==> src/rtl/reg_exe_pipe_latch.sv <==
// rtl/reg_exe_pipe_latch.sv - register-read to execute pipeline latch with 2-entry skid buffer
// Optional LATCH_STATS_EN adds saturating stall_count / flush_count outputs.
module reg_exe_pipe_latch #(
  parameter int DATA_W  = 64,
  parameter int ADDR_W  = 5,
  parameter int INSTR_W = 32
) (
  input  logic               clock,
  input  logic               reset,
  input  logic               flush,
  input  logic               reg_valid,
  output logic               reg_ready,
  input  logic [DATA_W-1:0]  reg_int_data_a,
  input  logic [DATA_W-1:0]  reg_int_data_b,
  input  logic               reg_int_write_enable,
  input  logic [ADDR_W-1:0]  reg_write_addr,
  input  logic [INSTR_W-1:0] reg_instruction,
  output logic               exe_valid,
  input  logic               exe_ready,
  output logic [DATA_W-1:0]  exe_int_data_a,
  output logic [DATA_W-1:0]  exe_int_data_b,
  output logic               exe_int_write_enable,
  output logic [ADDR_W-1:0]  exe_write_addr,
  output logic [INSTR_W-1:0] exe_instruction
`ifdef LATCH_STATS_EN
  ,
  output logic [31:0]        stall_count,
  output logic [15:0]        flush_count
`endif
);

  localparam int PW = 2 * DATA_W + 1 + ADDR_W + INSTR_W;

  typedef enum logic [1:0] {EMPTY, ONE, TWO} state_t;

  state_t          state;
  state_t          state_next;
  logic [PW-1:0]   in_pl;
  logic [PW-1:0]   main_pl;
  logic [PW-1:0]   skid_pl;
  logic            main_we;
  logic            in_xfer;
  logic            out_xfer;
  logic            load_main;
  logic            load_skid;
  logic            main_from_skid;

  assign in_pl = {reg_int_data_a, reg_int_data_b, reg_int_write_enable,
                  reg_write_addr, reg_instruction};

  assign exe_valid = (state != EMPTY);
  assign {exe_int_data_a, exe_int_data_b, main_we, exe_write_addr, exe_instruction} = main_pl;
  assign exe_int_write_enable = main_we & exe_valid;

  always_comb begin
    in_xfer        = reg_valid & reg_ready;
    out_xfer       = exe_valid & exe_ready;
    state_next     = state;
    load_main      = 1'b0;
    load_skid      = 1'b0;
    main_from_skid = 1'b0;
    case (state)
      EMPTY: begin
        if (in_xfer) begin
          load_main  = 1'b1;
          state_next = ONE;
        end
      end
      ONE: begin
        if (in_xfer && out_xfer) begin
          load_main = 1'b1;
        end else if (in_xfer) begin
          load_skid  = 1'b1;
          state_next = TWO;
        end else if (out_xfer) begin
          state_next = EMPTY;
        end
      end
      TWO: begin
        // reg_ready is low here, so the skid drains without a fresh capture
        if (out_xfer) begin
          main_from_skid = 1'b1;
          state_next     = ONE;
        end
      end
      default: state_next = EMPTY;
    endcase
    if (flush) begin
      state_next     = EMPTY;
      load_main      = 1'b0;
      load_skid      = 1'b0;
      main_from_skid = 1'b0;
    end
  end

  always_ff @(posedge clock) begin
    if (reset) begin
      state     <= EMPTY;
      reg_ready <= 1'b0;
      main_pl   <= '0;
      skid_pl   <= '0;
    end else begin
      state     <= state_next;
      reg_ready <= (state_next != TWO);
      if (load_main)
        main_pl <= in_pl;
      else if (main_from_skid)
        main_pl <= skid_pl;
      if (load_skid)
        skid_pl <= in_pl;
    end
  end

`ifdef LATCH_STATS_EN
  // A flush counts only when it actually discards something, including a same-cycle input.
  logic flush_hit;
  assign flush_hit = flush & ((state != EMPTY) | in_xfer);

  always_ff @(posedge clock) begin
    if (reset) begin
      stall_count <= '0;
      flush_count <= '0;
    end else begin
      if (exe_valid && !exe_ready && !(&stall_count))
        stall_count <= stall_count + 32'd1;
      if (flush_hit && !(&flush_count))
        flush_count <= flush_count + 16'd1;
    end
  end
`endif

endmodule

==> config.mk <==
export PLATFORM = sky130hd
export DESIGN_NAME = reg_exe_pipe_latch
export DESIGN_NICKNAME = d
export VERILOG_FILES = /design/src/rtl/reg_exe_pipe_latch.sv
export SDC_FILE = /design/constraint.sdc
export NUM_CORES = 1
export LEC_CHECK = 0
export BUFFER_PORTS_ARGS = -buffer_cell sky130_fd_sc_hd__buf_2
export CAP_MARGIN = 20
export CELL_PAD_IN_SITES_DETAIL_PLACEMENT = 1
export CELL_PAD_IN_SITES_GLOBAL_PLACEMENT = 2
export CORE_MARGIN = 2
export CORE_UTILIZATION = 29
export CTS_CLUSTER_DIAMETER = 150
export CTS_CLUSTER_SIZE = 12
export DETAILED_ROUTE_END_ITERATION = 10
export PLACE_DENSITY_LB_ADDON = 0.1
export SYNTH_ARGS = -nofsm -noshare
export SYNTH_HDL_FRONTEND = slang
export SYNTH_SLANG_ARGS = --single-unit
==> constraint.sdc <==
create_clock -name clock -period 1.55 [get_ports clock]
set_input_delay 0.2325 -clock clock [delete_from_list [all_inputs] [get_ports clock]]
set_output_delay 0.2325 -clock clock [all_outputs]
set_load 0.05 [all_outputs]
After elaboration in Yosys (flattened, before gate mapping)
Index checks and enable logic that the tools add are counted.
Storage, ports and cells
  register bits after elaboration: 335
  output and inout port bits: 168
Operators by class
  equality and inequality tests: 3
  muxes and demuxes: 19
  bitwise logic cells: 3
  reductions and logical operators: 4
Operator list (count)
  $mux 166: 2
  $mux 2: 6
  $mux 1: 9
  $pmux 2 s3: 1
  $reduce_bool 2->1: 2
  $and 1x1->1: 3
  $eq 2x1->1 const B: 1
  $eq 2x2->1 const B: 1
  $logic_not 2->1: 1
  $ne 2x2->1 const B: 1
  $pmux 1 s2: 1
  $logic_and 1x1->1: 1

Depth between registers and ports, before layout
  depth in word-level cells: 8
  mapped depth: 7
  mapped depth without buffers: 4

Worst setup path before layout
Ideal clock, no wire load.
  path kind: register to register
  from: register reg_ready
  to: register main_pl[100]
  library setup time: 0.147 ns
  arrival: 1.797 ns
  data required time: 1.403 ns
  path slack: -0.394 ns
  cell stages (with the launch flop): 8
  cell sequence: dfxtp_1 nand2_1 or4_1 buf_2 buf_2 buf_2 nor2_1 a311oi_2
Between the ends
  cells in the longest elaborated chain, start to end: 6
  elaborated cells between the ends (all ways): 8
  classes of those cells: mux (5); bitwise (1); reduce/logical (2)
RTL lines
  start: declaration: line 12  | output logic reg_ready,
  start signal: assignment: line 104  | reg_ready <= (state_next != TWO);
  $and 1x1->1 (*): line 56  | in_xfer = reg_valid & reg_ready;
  $logic_and 1x1->1: line 70  | if (in_xfer && out_xfer) begin
  $mux 1: line 70
  $pmux 1 s2 (*): line 62  | case (state)
  $mux 1 (*): line 88  | if (flush) begin
  $mux 166 / $reduce_bool 2->1 (equally long branches)
  end signal: assignment: line 106  | main_pl <= in_pl;
  end signal: assignment: line 108  | main_pl <= skid_pl;
  end: declaration: line 39  | logic [PW-1:0] main_pl;
Mark *: on every way between the ends. The rest lies on a longest branch, timed or not.
A chain may end at the register's enable or synchronous reset.

Worst setup path after layout
  from: register state[0]
  to: output port exe_int_write_enable
Between the ends
  cells in the longest elaborated chain, start to end: 2
RTL lines
  start: declaration: line 36  | state_t state;
  start signal: assignment: line 103  | state <= state_next;
  $reduce_bool 2->1: line 51  | assign exe_valid = (state != EMPTY);
  $and 1x1->1: line 53  | assign exe_int_write_enable = main_we & exe_valid;
  end: declaration: line 22  | output logic exe_int_write_enable,
No other way between the ends.

==> qor.yml <==
final_common_cell: "nand2_1"
port-buffer-count: 338
start_util: 0.295
fin_cells: 2894
path_delay_family: "simple AND/OR/NAND/NOR gates"
ys_seq_elements: 335
maxCapViolCount: 0
critical_path_arrival_ns: 1.58
grt_pass1_wl_um: 82700
dpl_cell_area_um2: 17400
finalMaxSlewViolations: 0
endpoint_kind: "output port"
power_density_nw_per_um2: 867
fin_crit_ns: 1.82
setup_violations: 334
area_delta_synth_final_pct: 42.2
dr.first_iter.drc_count: 451
place_congestion: 0.770
synth_warnings: 0
netlist_instances: 1829
syn-cell-area_um2: 15200
design_area_um2: 21600
netlist.area_leader.share: 0.441
worst_slack_ns: -0.265
holdPathStages: 4
path_depth: 4
maxUsedRoutingLayer: "met4"
detail_route.vias_per_cell: 4.74
vias: 13700
ir_drop_uv: 834
die_h_um: 233
coreArea_um2: 51600
synth_nets: 2000
worstPathRequired_ns: 1.32
path_buf_inv: 2
power_mw: 18.8
cts_buffers: 31
synth_area_per_cell_um2: 8.32
num_rows: 83
fmax_ghz: 0.551
wl_met1_um: 24500
crit_slowest_cell: "dfxtp_2"
final_cell_mix: "nand2_1, buf_2, dfxtp_1"
insertion_delay_ns: 0.58
grt_antenna_before_repair: 3
hold_violations: 0
design.die.area_um2: 54300
dr_wl_met3_um: 2250
grt_start_max_net_pins: 66
drc: 0
cts_num_sinks: 335
avgRoutedWirePerCell_um: 18.8
cts_root_buf: "clkbuf_16"
post-route-period-util: 1.17
multi_input_area_um2: 7230
crit_fanout: 3
fill_cells: 5930
wl_met2_um: 26700
run_status: "complete, but fails checks"
clk_pin_slew_ns: 0.07
cp_cell_sequence: "buf_6 > or2_4 > and2_4 > buf_8"
worst-r2r-setup-slack_ns: -0.26
area.sequential_um2: 6710
path_class: "reg -> out"
dpl.cell_count: 2628
drive_gt1_frac: 0.406
rsz0062_at_grt: "yes"
synth_top_cell_by_area: "dfxtp_1"
finClkSkew_ns: 0.0105
overflow: 0
cts_tree: "built"
min_path_type: "in -> reg"
grt_pass1_vias: 14400
worstSetupStartpointType: "flop"
nets: 2382
grt_usage: 0.193
yosysSeqAreaShare: 0.441
pre_cts_ws_ns: -0.170
p_leak_nw: 8.13
critPathMaxStageDelay_ns: 0.33
ys_types: 22
synth_area_leaders: "dfxtp_1, nand2_1, a311oi_2"
dp_hpwl_um: 33500
final_util: 0.419
relSlewSlack: 0.707
r2r_cells: 6
drt-total-wl_um: 54500
violations: "setup timing"
ant_nets: 0
die_w_um: 233
firstDrtPassIters: 4
io_pins: 339
cts_buffer_depth: 3
worstMarginPinSlew_ns: 0.439
cts.htree.levels: 1
synth_stat cells:
cell type    n
buf_2       34
or2_2        1
a21o_1       1
a21oi_1    168
nand3b_1     2
buf_4      165
mux2i_1      1
nor4b_1      1
or4_1        1
nor3_1       1
a311oi_2   160
buf_1        5
o22a_1       1
nand2_1    665
nor2b_1      2
clkbuf_1    90
and2_1       1
and3b_1      3
buf_6       19
a311oi_1     6
nor2_1     167
dfxtp_1    335
layer usage:
metal / global-route usage / vias to the layer above
li1: - / 6695
met1: 0.245 / 6707
met2: 0.337 / 244
met3: 0.0360 / 63
met4: 0.0432 / 0
met5: 0 / -
tightest hold or removal path, delay by kind of cell:
| family | cells | cell delay, ns |
|---|---|---|
| buffers and inverters | 2 | 0.24 |
| AO/OA/AOI/OAI | 1 | 0.13 |
| AND/OR/NAND/NOR | 1 | 0.04 |
per-stage QoR:
| stage | setup TNS (ns) | hold slack, ns |
|---|---|---|
| after floorplan | -13.78 | 0.302 |
| after global placement | -29.99 | 0.440 |
| after detailed placement | -32.36 | 0.447 |
| after CTS | -57.22 | 0.0588 |
| after global routing | -76.34 | 0.147 |
| final | -53.02 | 0.120 |
path summary, 6_finish.rpt:
kind / start / to
worst max-delay path: state[0] / exe_int_write_enable
worst min-delay path: flush / reg_ready
worst max register to register: state[0] / main_pl[39]
worst min register to register: skid_pl[68] / skid_pl[68]
registers in the layout, indices dropped and copies added, names as in the netlist:
| register | count |
|---|---|
| main_pl | 166 |
| skid_pl | 166 |
| state | 2 |
| reg_ready | 1 |
report_power, final:
part	leakage (nW)	switching (mW)	internal (mW)
clock network	0.384	3.33	3.51
logic	5.03	1.82	1.08
registers	2.72	0.162	8.85
total	8.13	5.31	13.4
logic make-up (layout without fill, tap and decap cells):
group,after synthesis,in the layout,synth area share
AO/OA/AOI/OAI,336,336,0.218
buffers and inverters,313,695,0.130
flip-flops,335,335,0.441
multiplexers,1,1,0.000658
other,0,3,0
AND/OR/NAND/NOR,844,844,0.211
cell type report:
cell class	instances	area share
Multi-Input combinational cell	1181	0.334
Sequential cell	335	0.310
Timing Repair Buffer	662	0.280
Antenna cell	3	0.000347
Tap cell	680	0.0393
Clock buffer	33	0.0362
what timing repair did:
item / 4_1_cts / 5_1_grt
hold buffers: 169 / 0
setup endpoints to repair: 337 / 339
hold endpoints to repair: 335 / 0
pin swaps: 40 / 2
resized for setup: 172 / 79
gates cloned: 20 / 8
buffers inserted: 28 / 7
(Power assumes the default switching activity.)
